File: config.mk
export PLATFORM = sky130hd
export DESIGN_NAME = arf_err_stat
export DESIGN_NICKNAME = d
export VERILOG_FILES = /design/src/rtl/arf_err_stat.sv
export SDC_FILE = /design/constraint.sdc
export NUM_CORES = 2
export LEC_CHECK = 0
export CAP_MARGIN = 10
export CORE_MARGIN = 8
export CORE_UTILIZATION = 35
export CTS_BUF_LIST = sky130_fd_sc_hd__clkbuf_2 sky130_fd_sc_hd__clkbuf_4 sky130_fd_sc_hd__clkbuf_8
export DETAILED_ROUTE_END_ITERATION = 8
export RECOVER_POWER = 100
export SLEW_MARGIN = 5
export SYNTH_ARGS = -nofsm -noshare
export SYNTH_HDL_FRONTEND = slang
export SYNTH_SLANG_ARGS = --single-unit
File: constraint.sdc
create_clock -name clk -period 5.9 [get_ports clk]
set_input_delay 0.59 -clock clk [delete_from_list [all_inputs] [get_ports clk]]
set_output_delay 0.59 -clock clk [all_outputs]
set_load 0.005 [all_outputs]
File: src/rtl/arf_err_stat.sv
// rtl/arf_err_stat.sv - var-vs-acc filter error statistics: signed error sums and peak |error| per run
// Optional squared-error sums are built when ARF_SQERR_EN is defined.
module arf_err_stat #(
    parameter int N_SAMPLES = 256,
    parameter int ACC_W     = 80
) (
    input  logic                    clk,
    input  logic                    rst,
    input  logic                    start,
    input  logic                    in_valid,
    output logic                    in_ready,
    input  logic [63:0]             out_27_var,
    input  logic [63:0]             out_27_acc,
    input  logic [63:0]             out_28_var,
    input  logic [63:0]             out_28_acc,
    output logic signed [ACC_W-1:0] sum_err_27,
    output logic signed [ACC_W-1:0] sum_err_28,
    output logic [64:0]             max_abs_27,
    output logic [64:0]             max_abs_28,
    output logic [15:0]             sample_cnt,
    output logic                    busy,
    output logic                    done
`ifdef ARF_SQERR_EN
    ,
    output logic [79:0]             sq_err_27,
    output logic [79:0]             sq_err_28
`endif
);
    typedef enum logic [1:0] {S_IDLE, S_ACC, S_DRAIN, S_DONE} state_t;

    localparam logic [15:0] LAST_CNT = 16'(N_SAMPLES - 1);

    state_t             state_q;
    logic               drain_q;
    logic               in_ready_q, busy_q, done_q;
    logic [15:0]        cnt_q;
    logic               v1_q;
    logic [64:0]        diff27_q, diff28_q;
    logic [64:0]        diff27_d, diff28_d;
    logic [64:0]        abs27_d, abs28_d;
    logic [ACC_W-1:0]   sum27_q, sum28_q, sum27_d, sum28_d;
    logic [64:0]        max27_q, max28_q;
    logic               accept, last_accept, start_go;

    assign accept      = in_valid && in_ready_q;
    assign last_accept = accept && (cnt_q == LAST_CNT);
    assign start_go    = start && (state_q == S_IDLE || state_q == S_DONE);

    // Sign-extend before subtracting so the full 65-bit difference is exact.
    assign diff27_d = {out_27_var[63], out_27_var} - {out_27_acc[63], out_27_acc};
    assign diff28_d = {out_28_var[63], out_28_var} - {out_28_acc[63], out_28_acc};
    assign abs27_d  = diff27_q[64] ? (~diff27_q + 65'd1) : diff27_q;
    assign abs28_d  = diff28_q[64] ? (~diff28_q + 65'd1) : diff28_q;
    assign sum27_d  = sum27_q + {{(ACC_W-65){diff27_q[64]}}, diff27_q};
    assign sum28_d  = sum28_q + {{(ACC_W-65){diff28_q[64]}}, diff28_q};

    always_ff @(posedge clk) begin
        if (rst) begin
            state_q    <= S_IDLE;
            drain_q    <= 1'b0;
            in_ready_q <= 1'b0;
            busy_q     <= 1'b0;
            done_q     <= 1'b0;
        end else begin
            case (state_q)
                S_IDLE, S_DONE: if (start) begin
                    state_q    <= S_ACC;
                    in_ready_q <= 1'b1;
                    busy_q     <= 1'b1;
                    done_q     <= 1'b0;
                end
                S_ACC: if (last_accept) begin
                    state_q    <= S_DRAIN;
                    in_ready_q <= 1'b0;
                    drain_q    <= 1'b0;
                end
                S_DRAIN: begin
                    // Two drain cycles let the last sample clear both pipeline stages.
                    if (drain_q) begin
                        state_q <= S_DONE;
                        busy_q  <= 1'b0;
                        done_q  <= 1'b1;
                    end else begin
                        drain_q <= 1'b1;
                    end
                end
                default: state_q <= S_IDLE;
            endcase
        end
    end

    always_ff @(posedge clk) begin
        if (rst) begin
            cnt_q    <= '0;
            v1_q     <= 1'b0;
            diff27_q <= '0;
            diff28_q <= '0;
            sum27_q  <= '0;
            sum28_q  <= '0;
            max27_q  <= '0;
            max28_q  <= '0;
        end else begin
            v1_q <= accept;
            if (accept) begin
                diff27_q <= diff27_d;
                diff28_q <= diff28_d;
            end
            if (start_go) begin
                cnt_q   <= '0;
                sum27_q <= '0;
                sum28_q <= '0;
                max27_q <= '0;
                max28_q <= '0;
            end else begin
                if (accept) cnt_q <= cnt_q + 16'd1;
                if (v1_q) begin
                    sum27_q <= sum27_d;
                    sum28_q <= sum28_d;
                    if (abs27_d > max27_q) max27_q <= abs27_d;
                    if (abs28_d > max28_q) max28_q <= abs28_d;
                end
            end
        end
    end

`ifdef ARF_SQERR_EN
    logic [79:0] sq27_q, sq28_q;

    function automatic logic [63:0] sq_sat(input logic [64:0] d);
        logic [31:0] mag;
        if (!d[64] && d[63:31] != '0)     mag = 32'h7FFF_FFFF;
        else if (d[64] && d[63:31] != '1) mag = 32'h8000_0000;
        else if (d[64])                   mag = ~d[31:0] + 32'd1;
        else                              mag = d[31:0];
        return {32'b0, mag} * {32'b0, mag};
    endfunction

    always_ff @(posedge clk) begin
        if (rst || start_go) begin
            sq27_q <= '0;
            sq28_q <= '0;
        end else if (v1_q) begin
            sq27_q <= sq27_q + {16'b0, sq_sat(diff27_q)};
            sq28_q <= sq28_q + {16'b0, sq_sat(diff28_q)};
        end
    end

    assign sq_err_27 = sq27_q;
    assign sq_err_28 = sq28_q;
`endif

    assign in_ready   = in_ready_q;
    assign busy       = busy_q;
    assign done       = done_q;
    assign sample_cnt = cnt_q;
    assign sum_err_27 = sum27_q;
    assign sum_err_28 = sum28_q;
    assign max_abs_27 = max27_q;
    assign max_abs_28 = max28_q;
endmodule

==> impl_metrics.env <==
export IMPL_required_ns=6.52
export IMPL_drt_total_wl_um=166000
export IMPL_critical_path_class="reg2reg"
export IMPL_slew_viol_final=363
export IMPL_hold_class="in2reg"
export IMPL_violations="capacitance limit, slew limit"
export IMPL_clock_latency_ns=0.75
export IMPL_nets=6343
export IMPL_crit_path_start_kind="register"
export IMPL_route_vias_total=40700
export IMPL_r2r_start="diff28_q[21]"
export IMPL_cts_buffers_inserted=86
export IMPL_numPortBuffers=568
export IMPL_tightest_slew_ns=2.73
export IMPL_ant_nets=0
export IMPL_cellPowerDensity_nw_per_um2=258
export IMPL_syn_inst=5159
export IMPL_drc=0
export IMPL_dp_cells=7038
export IMPL_finalHoldViolCount=0
export IMPL_r2r_end="max_abs_28[1]"
export IMPL_grt_pass1_vias=38100
export IMPL_yosys_area_top_type="dfxtp_1"
export IMPL_fin_cells=7217
export IMPL_maxCapViolations=8
export IMPL_cts_htree_levels=3
export IMPL_die_w_um=349
export IMPL_slew_headroom_pct=-81.9
export IMPL_ioPinCount=569
export IMPL_synthFlopType="dfxtp_1"
export IMPL_design_area_um2=48300
export IMPL_ys_types=87
export IMPL_synth_top_area_share_pct=22.9
export IMPL_r2r_slack_ns=0.16
export IMPL_syn_nets=5844
export IMPL_hold_depth=2
export IMPL_hpwl_um=133000
export IMPL_area_growth_pct=24.6
export IMPL_wl_per_cell_um=23.0
export IMPL_setup_violations=0
export IMPL_final_layout_size_suffix_gt1_share_pct=5.75
export IMPL_grt_pass1_wl_um=244000
export IMPL_drt_initial_drc_count=3749
export IMPL_synthArstFlopShare_pct=0
export IMPL_utilization_pct=43.8
export IMPL_period_share_pct=97.3
export IMPL_hp_start="rst"
export IMPL_cts_max_path_buffers=3
export IMPL_worstPathArrival_ns=6.37
export IMPL_setup_slack_ns=0.157
export IMPL_synth_warnings=0
export IMPL_clkTransAtPathRegs_ns=0.06
export IMPL_via_per_inst=5.64
export IMPL_pre_cts_slack_ns=-0.216
export IMPL_layout_min_cycle_time_ns=5.74
export IMPL_finClkSkew_ns=0.0574
export IMPL_cts_tree="built"
export IMPL_yosysSeqAreaShare_pct=22.9
export IMPL_worst_setup_path_end_kind="register"
export IMPL_grtUsageTotal_pct=25.6
export IMPL_fp_row_count=122
export IMPL_leakage_nw=21.0
export IMPL_dieArea_um2=122000
export IMPL_rr_worst_depth=22
export IMPL_die_h_um=349
export IMPL_grt_max_degree=83
export IMPL_cp_max_fo=16
export IMPL_gp_congestion=0.963
export IMPL_start_util_pct=35.2
export IMPL_dr_pass1_iters=6
export IMPL_avgSynthCellArea_um2=7.51
export IMPL_gr_total_overflow=0
export IMPL_hold_buffers=0
export IMPL_place_area_um2=46100
export IMPL_synth_area_leaders="dfxtp_1, ha_1, a21oi_1"
export IMPL_clock_root_buffer="clkbuf_8"
export IMPL_max_clock_freq_mhz=174
export IMPL_antenna_found_initial=12
export IMPL_status="complete, but fails checks"
export IMPL_whs_endpoint="in_ready"
export IMPL_cts_sinks=443
export IMPL_synth_enable_flop_cells=0
export IMPL_ir_drop_mv=0.142
export IMPL_coreArea_um2=110000
export IMPL_synthesis_area_um2=38800
export IMPL_ys_seq_elements=443
## kinds of logic after synthesis
logic type,after synthesis,share of synthesized area (%)
flip-flops,443,22.9
XOR/XNOR,381,8.61
multiplexers,93,2.41
AO/OA/AOI/OAI,1641,27.2
adder cells (fa/ha/maj),425,13.8
buffers and inverters,620,6.05
AND/OR/NAND/NOR,1556,19.1
## placed cells by master (no fill, tap or decap), types with 34 or more instances in the layout
cell             instances
nand2_1                515
a21oi_1                480
dfxtp_1                441
ha_1                   421
nor2_1                 361
inv_1                  354
o21ai_0                343
dlygate4sd3_1          311
xnor2_1                266
clkdlybuf4s50_1        256
a21o_1                 241
nand3_1                190
o31ai_1                156
nand4_1                131
xor2_1                 114
clkbuf_8               110
mux2i_1                 92
buf_4                   81
nor3_1                  63
o21bai_1                59
a211oi_1                52
or3_1                   43
o21a_1                  41
nand2b_1                38
nor2b_1                 34
## worst max-delay path, stage by stage (launching register included)
cell	delay, ns
dfxtp_1	0.31
or4_4	0.56
or4_4	0.45
nand4b_1	0.30
nor4_4	0.38
nand3_2	0.15
or3_4	0.40
o31ai_4	0.20
xnor2_1	0.12
ha_1	0.31
nand3_1	0.13
nor4_2	0.32
clkbuf_1	0.17
nand4_1	0.16
or3_1	0.38
o32a_1	0.18
o2111ai_1	0.13
nor2_1	0.11
a211oi_4	0.24
buf_6	0.22
buf_6	0.23
nand3_1	0.11
o31ai_1	0.10
## layer usage
metal | vias up | part of all wire [%] | track usage (%)
met4 | 8 | 3.2 | 8.10
met5 | - | 0.031 | 0
li1 | 19700 | - | -
met3 | 229 | 8.5 | 5.03
met2 | 1555 | 41 | 37.2
met1 | 19300 | 47 | 37.6
## what timing repair did
item,CTS,global route
setup buffers,4,10
resized for setup,5,22
pin swaps,2,14
gates cloned,2,4
setup endpoints to repair,105,130
## cell type report
class                           count  area (um^2)
Multi-Input combinational cell   4096        27700
Fill cell                       11300        61900
Antenna cell                        9         22.5
Sequential cell                   443         8870
Clock inverter                     15          129
Clock buffer                      135         1700
Inverter                          356         1340
Tap cell                         1488         1860
Timing Repair Buffer              675         6640
## synth_stat cells, types with 21 or more instances
library cell and number:
nand2_1 517, a21oi_1 482, dfxtp_1 443, ha_1 421, nor2_1 364, inv_1 354
o21ai_0 341, xnor2_1 267, clkbuf_1 242, a21o_1 241, nand3_1 191, o31ai_1 158
nand4_1 131, xor2_1 114, mux2i_1 92, nor3_1 64, o21bai_1 59, a211oi_1 53
or3_1 47, o21a_1 41, nand2b_1 38, nor2b_1 34, a31oi_1 31, nor4_1 30
o211ai_1 26, and3_1 25, o41ai_1 22, and2_1 21
## through the flow
stage	hold WS [ns]	power [mW]	setup TNS (ns)
floorplan	0.459	6.89	0
global placement	0.470	8.80	-0.884
detailed placement	0.479	8.83	-7.36
CTS	0.313	12.3	0
global route	0.359	13.2	-0.182
finish	0.378	12.5	0
## how the worst max path moves through the flow
stage	cells after the start	from	slack, ns	endpoint
6_report	22	diff28_q[21]	0.16	max_abs_28[1]
3_3_place_gp	21	diff27_q[3]	-0.07	max_abs_27[7]
5_1_grt	21	diff27_q[3]	-0.03	max_abs_27[27]
3_5_place_dp	21	diff27_q[30]	-0.22	max_abs_27[4]
2_1_floorplan	20	diff27_q[49]	0.28	max_abs_27[13]
4_1_cts	22	diff28_q[21]	0.004	max_abs_28[13]
## registers in the layout, summed over array words and instances, names as in the netlist
name and cells:
sum_err_27 80, sum_err_28 80, diff27_q 65, diff28_q 65, max_abs_27 65, max_abs_28 65
sample_cnt 16, state_q 2, busy 1, done 1, drain_q 1, in_ready 1
v1_q 1
## report_power, final
part	leakage (nW)	internal, mW	switching [mW]
sequential	3.58	3.17	0.347
combinational	16.4	2.15	3.41
clock	0.969	1.87	1.51
total	21.0	7.19	5.27
Power figures use the tool's default switching activity.
